File: config.mk
export PLATFORM = sky130hd
export DESIGN_NAME = hilo_unit
export DESIGN_NICKNAME = d
export VERILOG_FILES = /design/src/rtl/hilo_unit.sv
export SDC_FILE = /design/constraint.sdc
export NUM_CORES = 1
export LEC_CHECK = 0
export BUFFER_PORTS_ARGS = -buffer_cell sky130_fd_sc_hd__clkbuf_2
export CORE_ASPECT_RATIO = 1.4
export CORE_MARGIN = 2
export CORE_UTILIZATION = 48
export DETAILED_ROUTE_END_ITERATION = 6
export GPL_TIMING_DRIVEN = 0
export PLACE_DENSITY = 0.84
export SYNTH_ARGS = -nofsm -noshare
export SYNTH_HDL_FRONTEND = slang
export SYNTH_SLANG_ARGS = --single-unit
File: constraint.sdc
create_clock -name clk -period 2.3 [get_ports clk]
set_input_delay 0.345 -clock clk [delete_from_list [all_inputs] [get_ports clk]]
set_output_delay 0.345 -clock clk [all_outputs]
set_load 0.02 [all_outputs]
File: src/rtl/hilo_unit.sv
// hilo_unit: HI/LO architectural register pair with multiply-pending tracking.
// Latency: hi_q/lo_q update at the edge of mul_valid or an accepted MT write;
//   mf_data/mf_ready/issue_ready/mt_ready are combinational (0 cycles).
// Backpressure: issue_ready drops at MAX_INFLIGHT outstanding multiplies;
//   mt_ready and mf_ready stall until the pipeline drains (mf may bypass the
//   final result in its completion cycle).
// Ports:
//   clk, reset (async, active-low), flush (sync pipeline flush)
//   mul_issue/issue_ready      - multiply issue handshake
//   mul_valid, mul_hi, mul_lo  - multiply result from the MUL pipeline
//   mt_we, mt_sel, mt_data / mt_ready - MTHI/MTLO write handshake
//   mf_req, mf_sel / mf_data, mf_ready - MFHI/MFLO read handshake
//   hi_q, lo_q                 - architectural HI/LO contents
//   pend_err                   - sticky flag: result arrived with nothing pending
module hilo_unit #(
  parameter int MAX_INFLIGHT = 6
) (
  input  logic        clk,
  input  logic        reset,
  input  logic        flush,
  input  logic        mul_issue,
  output logic        issue_ready,
  input  logic        mul_valid,
  input  logic [31:0] mul_hi,
  input  logic [31:0] mul_lo,
  input  logic        mt_we,
  input  logic        mt_sel,
  input  logic [31:0] mt_data,
  output logic        mt_ready,
  input  logic        mf_req,
  input  logic        mf_sel,
  output logic [31:0] mf_data,
  output logic        mf_ready,
  output logic [31:0] hi_q,
  output logic [31:0] lo_q,
  output logic        pend_err
);

  localparam logic [2:0] MaxPend = 3'(MAX_INFLIGHT);

  logic [2:0]  pend_q, pend_d;
  logic [31:0] hi_d, lo_d;
  logic        pend_err_q, pend_err_d;
  logic        issue_acc;
  logic        stray_vld;
  logic        pend_zero;

  assign pend_zero   = (pend_q == 3'd0);
  assign issue_ready = (pend_q < MaxPend);
  assign issue_acc   = mul_issue & issue_ready;
  // A result with nothing outstanding (and no issue this cycle to pair with)
  // is a protocol error from the MUL side; it must not touch HI/LO.
  assign stray_vld   = mul_valid & pend_zero & ~issue_acc;

  // Handshake outputs are forced to their idle values while reset is held,
  // even though mul_valid/mf_req may be toggling upstream.
  assign mt_ready = ~reset | (pend_zero & ~mul_valid);
  assign mf_ready = reset & mf_req & (pend_zero | ((pend_q == 3'd1) & mul_valid));

  // The completing result is forwarded in the same cycle it lands so a
  // dependent MFHI/MFLO does not lose a cycle waiting for the register write.
  always_comb begin
    mf_data = 32'h0;
    if (mf_ready) begin
      if (mul_valid) mf_data = mf_sel ? mul_hi : mul_lo;
      else           mf_data = mf_sel ? hi_q   : lo_q;
    end
  end

  always_comb begin
    pend_d     = pend_q;
    hi_d       = hi_q;
    lo_d       = lo_q;
    pend_err_d = pend_err_q;
    if (flush) begin
      // Everything in flight is dropped; HI/LO keep their committed values.
      pend_d = 3'd0;
    end else begin
      if (issue_acc && !mul_valid) begin
        pend_d = pend_q + 3'd1;
      end else if (mul_valid && !issue_acc && !pend_zero) begin
        pend_d = pend_q - 3'd1;
      end
      if (mul_valid && !stray_vld) begin
        hi_d = mul_hi;
        lo_d = mul_lo;
      end
      if (stray_vld) pend_err_d = 1'b1;
      // mt_ready excludes mul_valid, so this never collides with a result write.
      if (mt_we && mt_ready) begin
        if (mt_sel) hi_d = mt_data;
        else        lo_d = mt_data;
      end
    end
  end

  always_ff @(posedge clk or negedge reset) begin
    if (!reset) begin
      pend_q     <= 3'd0;
      hi_q       <= 32'h0;
      lo_q       <= 32'h0;
      pend_err_q <= 1'b0;
    end else begin
      pend_q     <= pend_d;
      hi_q       <= hi_d;
      lo_q       <= lo_d;
      pend_err_q <= pend_err_d;
    end
  end

  assign pend_err = pend_err_q;

endmodule

==> results.py, run 1 <==
metrics = {
    "final_layout": {
        "fin_nets": 738,
        "layout_commonest_cell": "clkbuf_2",
        "final_cell_mix": "clkbuf_2 (172), nand2_1 (67), dfrtp_1 (67)",
        "drive_above_1_share": 0.524,
        "fillers": 728,
        "seqCellArea_um2": 1700,
        "multiInputGateArea_um2": 2580,
        "n_antenna_cell": 0,
        "design_area_um2": 6320,
        "areaGrowthSynthToFinish_pct": 37.9,
    },
    "timing": {
        "drv_slew": 0,
        "layout_setup_ws_ns": -0.0385,
        "finalCritPeriodShare": 1.02,
        "worst_pin_slew_ns": 0.718,
        "worst_hold_slack_ns": 0.0506,
        "finalHoldViolations": 0,
        "fin_crit_ns": 2.34,
        "max_clock_freq_mhz": 428,
        "finalSetupViolations": 6,
        "skew_ns": 0.00714,
        "relSlewSlack": 0.522,
        "rsz0062_at_grt": "yes",
    },
    "global_routing": {
        "globalRouteTotalUtil": 0.305,
        "grt_max_degree": 32,
        "grt_pass1_vias": 4659,
        "grt_overflow": 0,
        "grt_pass1_wl_um": 24100,
        "grt_antenna_before_repair": 0,
    },
    "routing": {
        "vias_per_cell": 6.17,
        "drt-wirelength-per-cell_um": 21.1,
        "via_count": 4589,
        "drt_iter0_markers": 383,
        "drt_first_pass_iters": 6,
        "drc_errors": 0,
        "ant_nets": 0,
        "wirelength_um": 15700,
    },
    "outcome": {
        "status": "complete, but fails checks",
        "violations": "setup timing",
    },
    "power": {
        "seq_power_share": 0.327,
        "p_sw_frac": 0.360,
        "power.density_nw_per_um2": 839,
        "clkPwrFrac": 0.284,
        "ir_drop_v": 0.000522,
        "pwr-share-comb": 0.390,
        "p_switching_uw": 1910,
        "p_int_uw": 3400,
        "leakage_uw": 0.00314,
    },
    "synth": {
        "netlist_area_um2": 4590,
        "yosysTopAreaCell": "dfrtp_1",
        "ys_ff_latch": 68,
        "synth_top_area_frac": 0.371,
        "synthCells": 407,
        "yosys_warnings": 0,
        "ys_top_cells_by_area": "dfrtp_1 (37%), mux4_2 (16%), o221ai_2 (9.8%), a32o_1 (7.0%), nand2_1 (5.5%)",
        "synth_cell_type_count": 39,
        "synth_seq_area_share": 0.371,
        "syn_avg_cell_area_um2": 11.3,
        "synthesis.nets": 516,
    },
    "setup_path": {
        "worstSetupPathType": "reg2out",
        "rr_endpoint": "lo_q[23]",
        "critPathRequiredTime_ns": 1.96,
        "r2r_start": "pend_q[1]",
        "r2r_slack_ns": 0.20,
        "crit_path_start_kind": "flop",
        "path_max_fanout": 10,
        "rr_worst_depth": 7,
        "critPathArrivalTime_ns": 1.99,
        "end_kind": "output pin",
    },
    "cts": {
        "cts_tree": "built",
        "cts_sinks": 68,
        "numCtsBuffers": 9,
        "clockBufferDepth": 2,
        "cts.root.buffer_cell": "clkbuf_16",
        "path_clk_slew_ns": 0.05,
        "worstSkewPairLatency_ns": 0.34,
        "cts.htree.levels": 3,
    },
    "die": {
        "dieArea_um2": 10400,
        "initial_core_util": 0.490,
        "core_um2": 9350,
        "num_io_pins": 205,
        "dieWidth_um": 86.6,
        "row_count": 42,
        "die_y_um": 120,
    },
    "run": {
        "maxCapViolCount": 0,
    },
    "placed_design": {
        "globalplace.congestion": 0.878,
        "io_buffers": 203,
        "placed_area_um2": 5770,
        "hpwl_um": 11500,
    },
    "hold_path": {
        "worstHoldPathType": "in2async",
    },
}
[sequential cells by signal (all words and copies together) (netlist names)]
| name | cells |
|---|---|
| hi_q | 32 |
| lo_q | 32 |
| pend_q | 3 |
| pend_err | 1 |
[synth_stat cells (all sizes together)]
| library cell | instances |
|---|---|
| buf | 20 |
| inv | 39 |
| a21oi | 3 |
| nor3b | 3 |
| a32o | 32 |
| a21o | 32 |
| o211ai | 1 |
| a211oi | 3 |
| nor2b | 34 |
| nand2b | 3 |
| mux4 | 32 |
| clkbuf | 17 |
| xnor2 | 1 |
| a21boi | 1 |
| o21a | 1 |
| or2 | 1 |
| nand2 | 67 |
| ha | 4 |
| o221ai | 32 |
| nor2 | 1 |
| a31o | 2 |
| or3 | 1 |
| o21bai | 1 |
| a221oi | 1 |
| o21ai | 4 |
| dfrtp | 68 |
| nor4bb | 1 |
| a32oi | 1 |
| a211o | 1 |
[area by class of cell]
class                           instances  area share
Clock inverter                          4      0.0115
Sequential cell                        68       0.269
Clock buffer                           12      0.0390
Tap cell                              110      0.0218
Buffer                                 37      0.0356
Multi-Input combinational cell        263       0.407
Timing Repair Buffer                  211       0.192
Inverter                               39      0.0235
[per-stage QoR]
step / power (uW) / instances / utilization / TNS (ns) / worst slack, ns
4_1_cts: 5290 / 744 / 0.669 / -0.0453 / -0.0241
6_report: 5310 / 744 / 0.676 / -0.122 / -0.0385
3_3_place_gp: 3650 / 720 / 0.614 / -94.08 / -1.13
2_1_floorplan: 3000 / 407 / - / 0 / 0.209
5_1_grt: 5530 / 744 / 0.676 / -0.713 / -0.0706
3_5_place_dp: 3730 / 721 / 0.617 / -21.55 / -0.440
[routing by layer]
metal,global-route usage,part of all wire,vias to the layer above,routed length (um)
met5,0,0,-,0
met3,0.0509,0.072,45,1130
met4,0.155,0.034,0,527
met1,0.359,0.37,2280,5830
met2,0.526,0.52,296,8180
li1,-,-,1968,-
[logic make-up (layout without fill, tap and decap cells)]
| kind of cell | count (synthesis) | after routing | share of synthesized area |
|---|---|---|---|
| muxes | 32 | 32 | 0.157 |
| adders and majority gates | 4 | 4 | 0.0109 |
| xor gates and xnor gates | 1 | 1 | 0.00191 |
| buffers and inverters | 76 | 303 | 0.0742 |
| and+or+nand+nor | 111 | 111 | 0.122 |
| DFF | 68 | 68 | 0.371 |
| AOI/OAI and AO/OA | 115 | 115 | 0.262 |
[worst max path at each step]
stage | from | end | slack, ns | cells after the start
5_1_grt | pend_q[1] | mf_data[2] | -0.07 | 7
6_report | pend_q[1] | mf_data[27] | -0.04 | 7
2_1_floorplan | pend_q[1] | mf_data[10] | 0.21 | 6
3_3_place_gp | reset | mf_data[20] | -1.13 | 6
4_1_cts | pend_q[1] | mf_data[20] | -0.02 | 7
3_5_place_dp | reset | mf_data[22] | -0.44 | 7
[timing repair]
| action | 4_1_cts | 5_1_grt |
|---|---|---|
| pin swaps | 1 | 0 |
| setup endpoints to repair | 33 | 31 |
| hold endpoints to repair | 29 | 0 |
| gates resized for setup | 24 | 52 |
| setup buffers | 3 | 0 |
| hold buffers | 4 | 0 |
[critical path, cell delays in order, from the launching register on]
cell and delay [ns]:
dfrtp_2 0.44, inv_4 0.08, ha_4 0.16, a21oi_1 0.05, or3_4 0.39, clkbuf_8 0.20
nor2b_1 0.14, clkbuf_4 0.19
[power by group through the flow]
stage | combinational [uW] | clock, uW | sequential [uW]
after global placement | 1930 | 0 | 1720
final | 2070 | 1500 | 1740
after CTS | 2050 | 1520 | 1730
after floorplan | 966 | 0 | 2030
after detailed placement | 1980 | 0 | 1750
after global routing | 2190 | 1570 | 1760
Note: power is estimated with default switching activity, not from simulation.
==> run 2, diff against run 1 <==
Settings changed: GPL_TIMING_DRIVEN 0 to default.
==> results.py, run 2 (synthesis gave the netlist of run 1 again) <==
metrics = {
    "outcome": {
        "status": "finished clean",
    },
    "setup_path": {
        "critPathRequiredTime_ns": 1.96,
        "crit_chain": "inv_2, ha_4, a21oi_1, or3_4, buf_12, nor2b_1, buf_2",
        "worstSetupPathType": "reg2out",
        "crit_buf_inv": 3,
        "path_max_fanout": 19,
        "critPathArrivalTime_ns": 1.90,
        "crit_path_start_kind": "flop",
        "cpPeakStageDelay_ns": 0.42,
        "cp_slowest_cell": "dfrtp_1",
        "path_delay_family": "simple AND/OR/NAND/NOR gates",
        "end_kind": "output pin",
        "r2r_slack_ns": 0.11,
    },
    "placed_design": {
        "io_buffers": 204,
        "hpwl_um": 10400,
        "pre_cts_ws_ns": 0.103,
        "globalplace.congestion": 0.900,
        "placed_cells": 706,
    },
    "timing": {
        "drv_slew": 0,
        "finalCritPeriodShare": 0.978,
        "skew_ns": 0.00711,
        "fin_crit_ns": 2.25,
        "finalSetupViolations": 0,
        "max_clock_freq_mhz": 445,
        "relSlewSlack": 0.391,
        "worst_pin_slew_ns": 0.912,
        "layout_setup_ws_ns": 0.0513,
        "setup_tns_ns": 0,
        "finalHoldViolations": 0,
    },
    "final_layout": {
        "fillers": 720,
        "areaGrowthSynthToFinish_pct": 36.0,
        "multiInputGateArea_um2": 2620,
        "fin_nets": 723,
        "n_antenna_cell": 0,
        "drive_above_1_share": 0.551,
        "layout_commonest_cell": "clkbuf_2",
        "final_cell_mix": "clkbuf_2 (173), dfrtp_1 (68), nand2_1 (67)",
        "seqCellArea_um2": 1700,
        "top_regs": "hi_q x32, lo_q x32, pend_q x3",
        "final_cells": 729,
    },
    "cts": {
        "worstSkewPairLatency_ns": 0.33,
        "path_clk_slew_ns": 0.06,
        "numCtsBuffers": 9,
        "cts_sinks": 68,
        "cts.root.buffer_cell": "clkbuf_16",
        "clockBufferDepth": 2,
        "cts.htree.levels": 3,
        "cts_tree": "built",
    },
    "global_routing": {
        "grt_pass1_vias": 4555,
        "grt_overflow": 0,
        "grt_antenna_before_repair": 0,
        "grt_max_degree": 66,
        "globalRouteTotalUtil": 0.281,
        "grt_pass1_wl_um": 22700,
    },
    "routing": {
        "drt-wirelength-per-cell_um": 19.7,
        "drt_iter0_markers": 254,
        "ant_nets": 0,
        "wirelength_um": 14400,
        "vias_per_cell": 6.03,
        "drt_first_pass_iters": 5,
        "drc_errors": 0,
        "via_count": 4394,
    },
    "power": {
        "power.density_nw_per_um2": 818,
        "leakage_uw": 0.00311,
        "ir_drop_v": 0.000443,
        "total_power_uw": 5100,
    },
    "die": {
        "die_y_um": 120,
        "row_count": 42,
        "core_um2": 9350,
        "dieWidth_um": 86.6,
        "dieArea_um2": 10400,
        "num_io_pins": 205,
        "initial_core_util": 0.490,
    },
    "run": {
        "maxCapViolCount": 0,
    },
    "hold_path": {
        "worstHoldPathType": "in2async",
    },
}
==> run 2: changes by cell type in the layout (fill, tap and decap cells not counted), sizes merged <==
cell    change
bufinv      -2
buf         +7
clkinv      +2
clkbuf     -22
==> run 2: worst register-to-register path, cell delays in order, from the launching register on <==
cell and delay (ns):
dfrtp_1 0.40, inv_2 0.08, ha_4 0.18, buf_4 0.13, nor4bb_4 0.16, o21a_4 0.23
a21boi_4 0.71, a21o_1 0.24
==> run 2: metal layers <==
layer,global-route usage,share of wire,routed length [um],vias to the layer above
met2,0.497,0.54,7780,238
met5,0,0,0,-
met4,0.126,0.020,281,0
li1,-,-,-,1936
met1,0.327,0.37,5280,2199
met3,0.0475,0.073,1050,21
==> run 2: path summary, 6_finish.rpt <==
check                            from          end  depth (start not counted)
max                         pend_q[0]  mf_data[19]                          7
min                             reset     hi_q[30]                          2
max reg2reg                 pend_q[0]      lo_q[1]                          7
min reg2reg                  lo_q[22]     lo_q[22]                          1
max in group asynchronous       reset     lo_q[13]                          2
min in group clk           mul_hi[24]     hi_q[24]                          3
==> run 2: cell type report <==
cell class                 instances  share of cell area
sequential                        68               0.273
clock inverter                     4             0.00361
tap                              110              0.0221
multi-input combinational        263               0.419
inverter                          39              0.0235
timing repair buffer             233               0.216
clock buffer                      12              0.0427
==> run 2: through the flow <==
step,area (um2),utilization,hold WS (ns)
CTS,6110,0.653,0.0194
finish,6240,0.667,0.0223
global route,6240,0.667,0.0416
global placement,5770,0.616,0.158
detailed placement,5770,0.616,0.160
floorplan,4590,-,0.0494
==> run 2: report_power, final <==
| group | total (uW) | internal [uW] | switching (uW) |
|---|---|---|---|
| logic | 2040 | 941 | 1100 |
| clock network | 1320 | 812 | 503 |
| registers | 1740 | 1480 | 261 |
| total | 5100 | 3240 | 1870 |
==> run 2: what timing repair did <==
| action | in CTS | in global routing |
|---|---|---|
| hold endpoints to repair | 2 | 0 |
| buffers inserted | 1 | 5 |
| endpoints found under the setup margin | 33 | 32 |
| hold buffers | 1 | 0 |
| resized for setup | 12 | 63 |
| pin swaps | 0 | 2 |
==> run 3, diff against run 2 <==
Settings changed: CELL_PAD_IN_SITES_DETAIL_PLACEMENT from default to 1, CELL_PAD_IN_SITES_GLOBAL_PLACEMENT from default to 1, CORE_UTILIZATION 48 to 37, CTS_BUF_LIST from default to sky130_fd_sc_hd__clkbuf_4, PLACE_DENSITY 0.84 to 0.86.
==> results.py, run 3 (synthesis gave the netlist of run 1 again) <==
metrics = {
    "routing": {
        "route.met3.wl_um": 950,
        "drt_first_pass_iters": 4,
        "route.met2.wl_um": 9550,
        "ant_nets": 0,
        "drt-wirelength-per-cell_um": 22.5,
        "wirelength_um": 17300,
        "drc_errors": 0,
        "highest_layer": "met4",
        "drt_iter0_markers": 190,
        "via_count": 4433,
        "drt-met1-wl_um": 6240,
        "vias_per_cell": 5.75,
    },
    "global_routing": {
        "grt_overflow": 0,
        "globalRouteTotalUtil": 0.256,
        "grt_pass1_wl_um": 26500,
        "grt_max_degree": 66,
        "grt_pass1_vias": 4904,
        "grt_antenna_before_repair": 1,
    },
    "setup_path": {
        "crit_chain": "inv_2, ha_4, buf_6, a21oi_2, or3_4, buf_12, nor2b_1, buf_4",
        "path_delay_family": "buffers and inverters",
        "cp.depth": 8,
        "critPathArrivalTime_ns": 2.10,
        "rr_worst_depth": 9,
        "crit_path_start_kind": "flop",
        "end_kind": "output pin",
        "critPathRequiredTime_ns": 1.96,
        "crit_buf_inv": 4,
        "worstSetupPathType": "reg2out",
        "cp_slowest_cell": "dfrtp_1",
        "cpPeakStageDelay_ns": 0.43,
        "path_max_fanout": 18,
    },
    "hold_path": {
        "worstHoldPathCells": 3,
        "worstHoldPathType": "in2reg",
    },
    "power": {
        "leakage_uw": 0.00315,
        "power.density_nw_per_um2": 755,
        "ir_drop_v": 0.000339,
        "total_power_uw": 4850,
    },
    "cts": {
        "clockBufferDepth": 2,
        "cts_sinks": 68,
        "cts.root.buffer_cell": "clkbuf_4",
        "cts.htree.levels": 3,
        "numCtsBuffers": 9,
        "cts_tree": "built",
        "path_clk_slew_ns": 0.13,
        "worstSkewPairLatency_ns": 0.43,
    },
    "placed_design": {
        "hpwl_um": 11900,
        "globalplace.congestion": 0.875,
        "io_buffers": 204,
        "placed_area_um2": 5850,
    },
    "final_layout": {
        "final_cell_mix": "clkbuf_2 (169), dfrtp_1 (68), nand2_1 (67)",
        "top_regs": "hi_q x32, lo_q x32, pend_q x3",
        "layout_commonest_cell": "clkbuf_2",
        "drive_above_1_share": 0.556,
        "fin_nets": 724,
        "areaGrowthSynthToFinish_pct": 40.1,
        "design_area_um2": 6420,
    },
    "die": {
        "initial_core_util": 0.376,
        "core_um2": 12200,
        "die_y_um": 136,
        "dieWidth_um": 98.1,
        "row_count": 48,
        "dieArea_um2": 13300,
        "num_io_pins": 205,
    },
    "timing": {
        "drv_slew": 0,
        "max_clock_freq_mhz": 409,
        "setup_tns_ns": -3.21,
        "fin_crit_ns": 2.44,
        "rsz0062_at_grt": "yes",
        "finalCritPeriodShare": 1.06,
        "relSlewSlack": 0.344,
        "finalSetupViolations": 32,
        "worst_hold_slack_ns": 0.136,
        "worst_pin_slew_ns": 0.981,
        "skew_ns": 0.0250,
        "finalHoldViolations": 0,
        "layout_setup_ws_ns": -0.143,
    },
    "outcome": {
        "violations": "setup timing",
        "status": "complete, but fails checks",
    },
    "run": {
        "maxCapViolCount": 0,
    },
}
-- run 3: metal layers --
metal,vias up,GRT usage
li1,1944,-
met1,2250,0.278
met2,195,0.485
met3,44,0.0408
met4,0,0.113
met5,-,0
-- run 3: timing repair --
| item | 4_1_cts | 5_1_grt |
|---|---|---|
| endpoints found under the hold margin | 33 | 0 |
| cloned | 2 | 0 |
| pin swaps | 2 | 0 |
| endpoints found under the setup margin | 65 | 36 |
| buffers inserted | 4 | 2 |
| hold buffers | 1 | 0 |
| gates resized for setup | 62 | 61 |
-- run 3: area by class of cell --
cell class | count | area, um2
Clock inverter | 7 | 91.3
Fill cell | 1365 | 5770
Timing Repair Buffer | 233 | 1510
Inverter | 39 | 159
Multi-Input combinational cell | 264 | 2700
Clock buffer | 9 | 67.6
Sequential cell | 68 | 1700
Antenna cell | 1 | 2.50
Tap cell | 150 | 188
-- run 3: worst paths after layout --
check | end | slack (ns) | startpoint
worst max register to register | lo_q[15] | 0.09 | pend_q[0]
min in group asynchronous | lo_q[3] | 0.51 | reset
worst min-delay path | hi_q[24] | 0.14 | mul_hi[24]
max in group asynchronous | pend_err | 0.93 | reset
worst min register to register | pend_err | 0.49 | pend_err
worst max-delay path | mf_data[12] | -0.14 | pend_q[0]
-- run 3: power by group --
group,switching [uW],internal [uW],total [uW]
sequential,261,1480,1740
clock,469,437,907
combinational,1190,1020,2210
total,1920,2930,4850
-- run 3: through the flow --
step | cells | setup slack [ns] | util
after floorplan | 407 | 0.209 | -
after global placement | 745 | 0.116 | 0.479
after detailed placement | 745 | -0.0500 | 0.479
after CTS | 768 | -0.165 | 0.515
after global routing | 771 | -0.226 | 0.527
final | 771 | -0.143 | 0.527
-- run 3: worst reg2reg max path, stage by stage (launching register included) --
cell and delay [ns]:
dfrtp_1 0.41, inv_2 0.08, ha_4 0.17, buf_6 0.11, buf_4 0.12, buf_4 0.14
nor4bb_4 0.16, o21a_4 0.24, a21boi_4 0.52, a21o_1 0.22
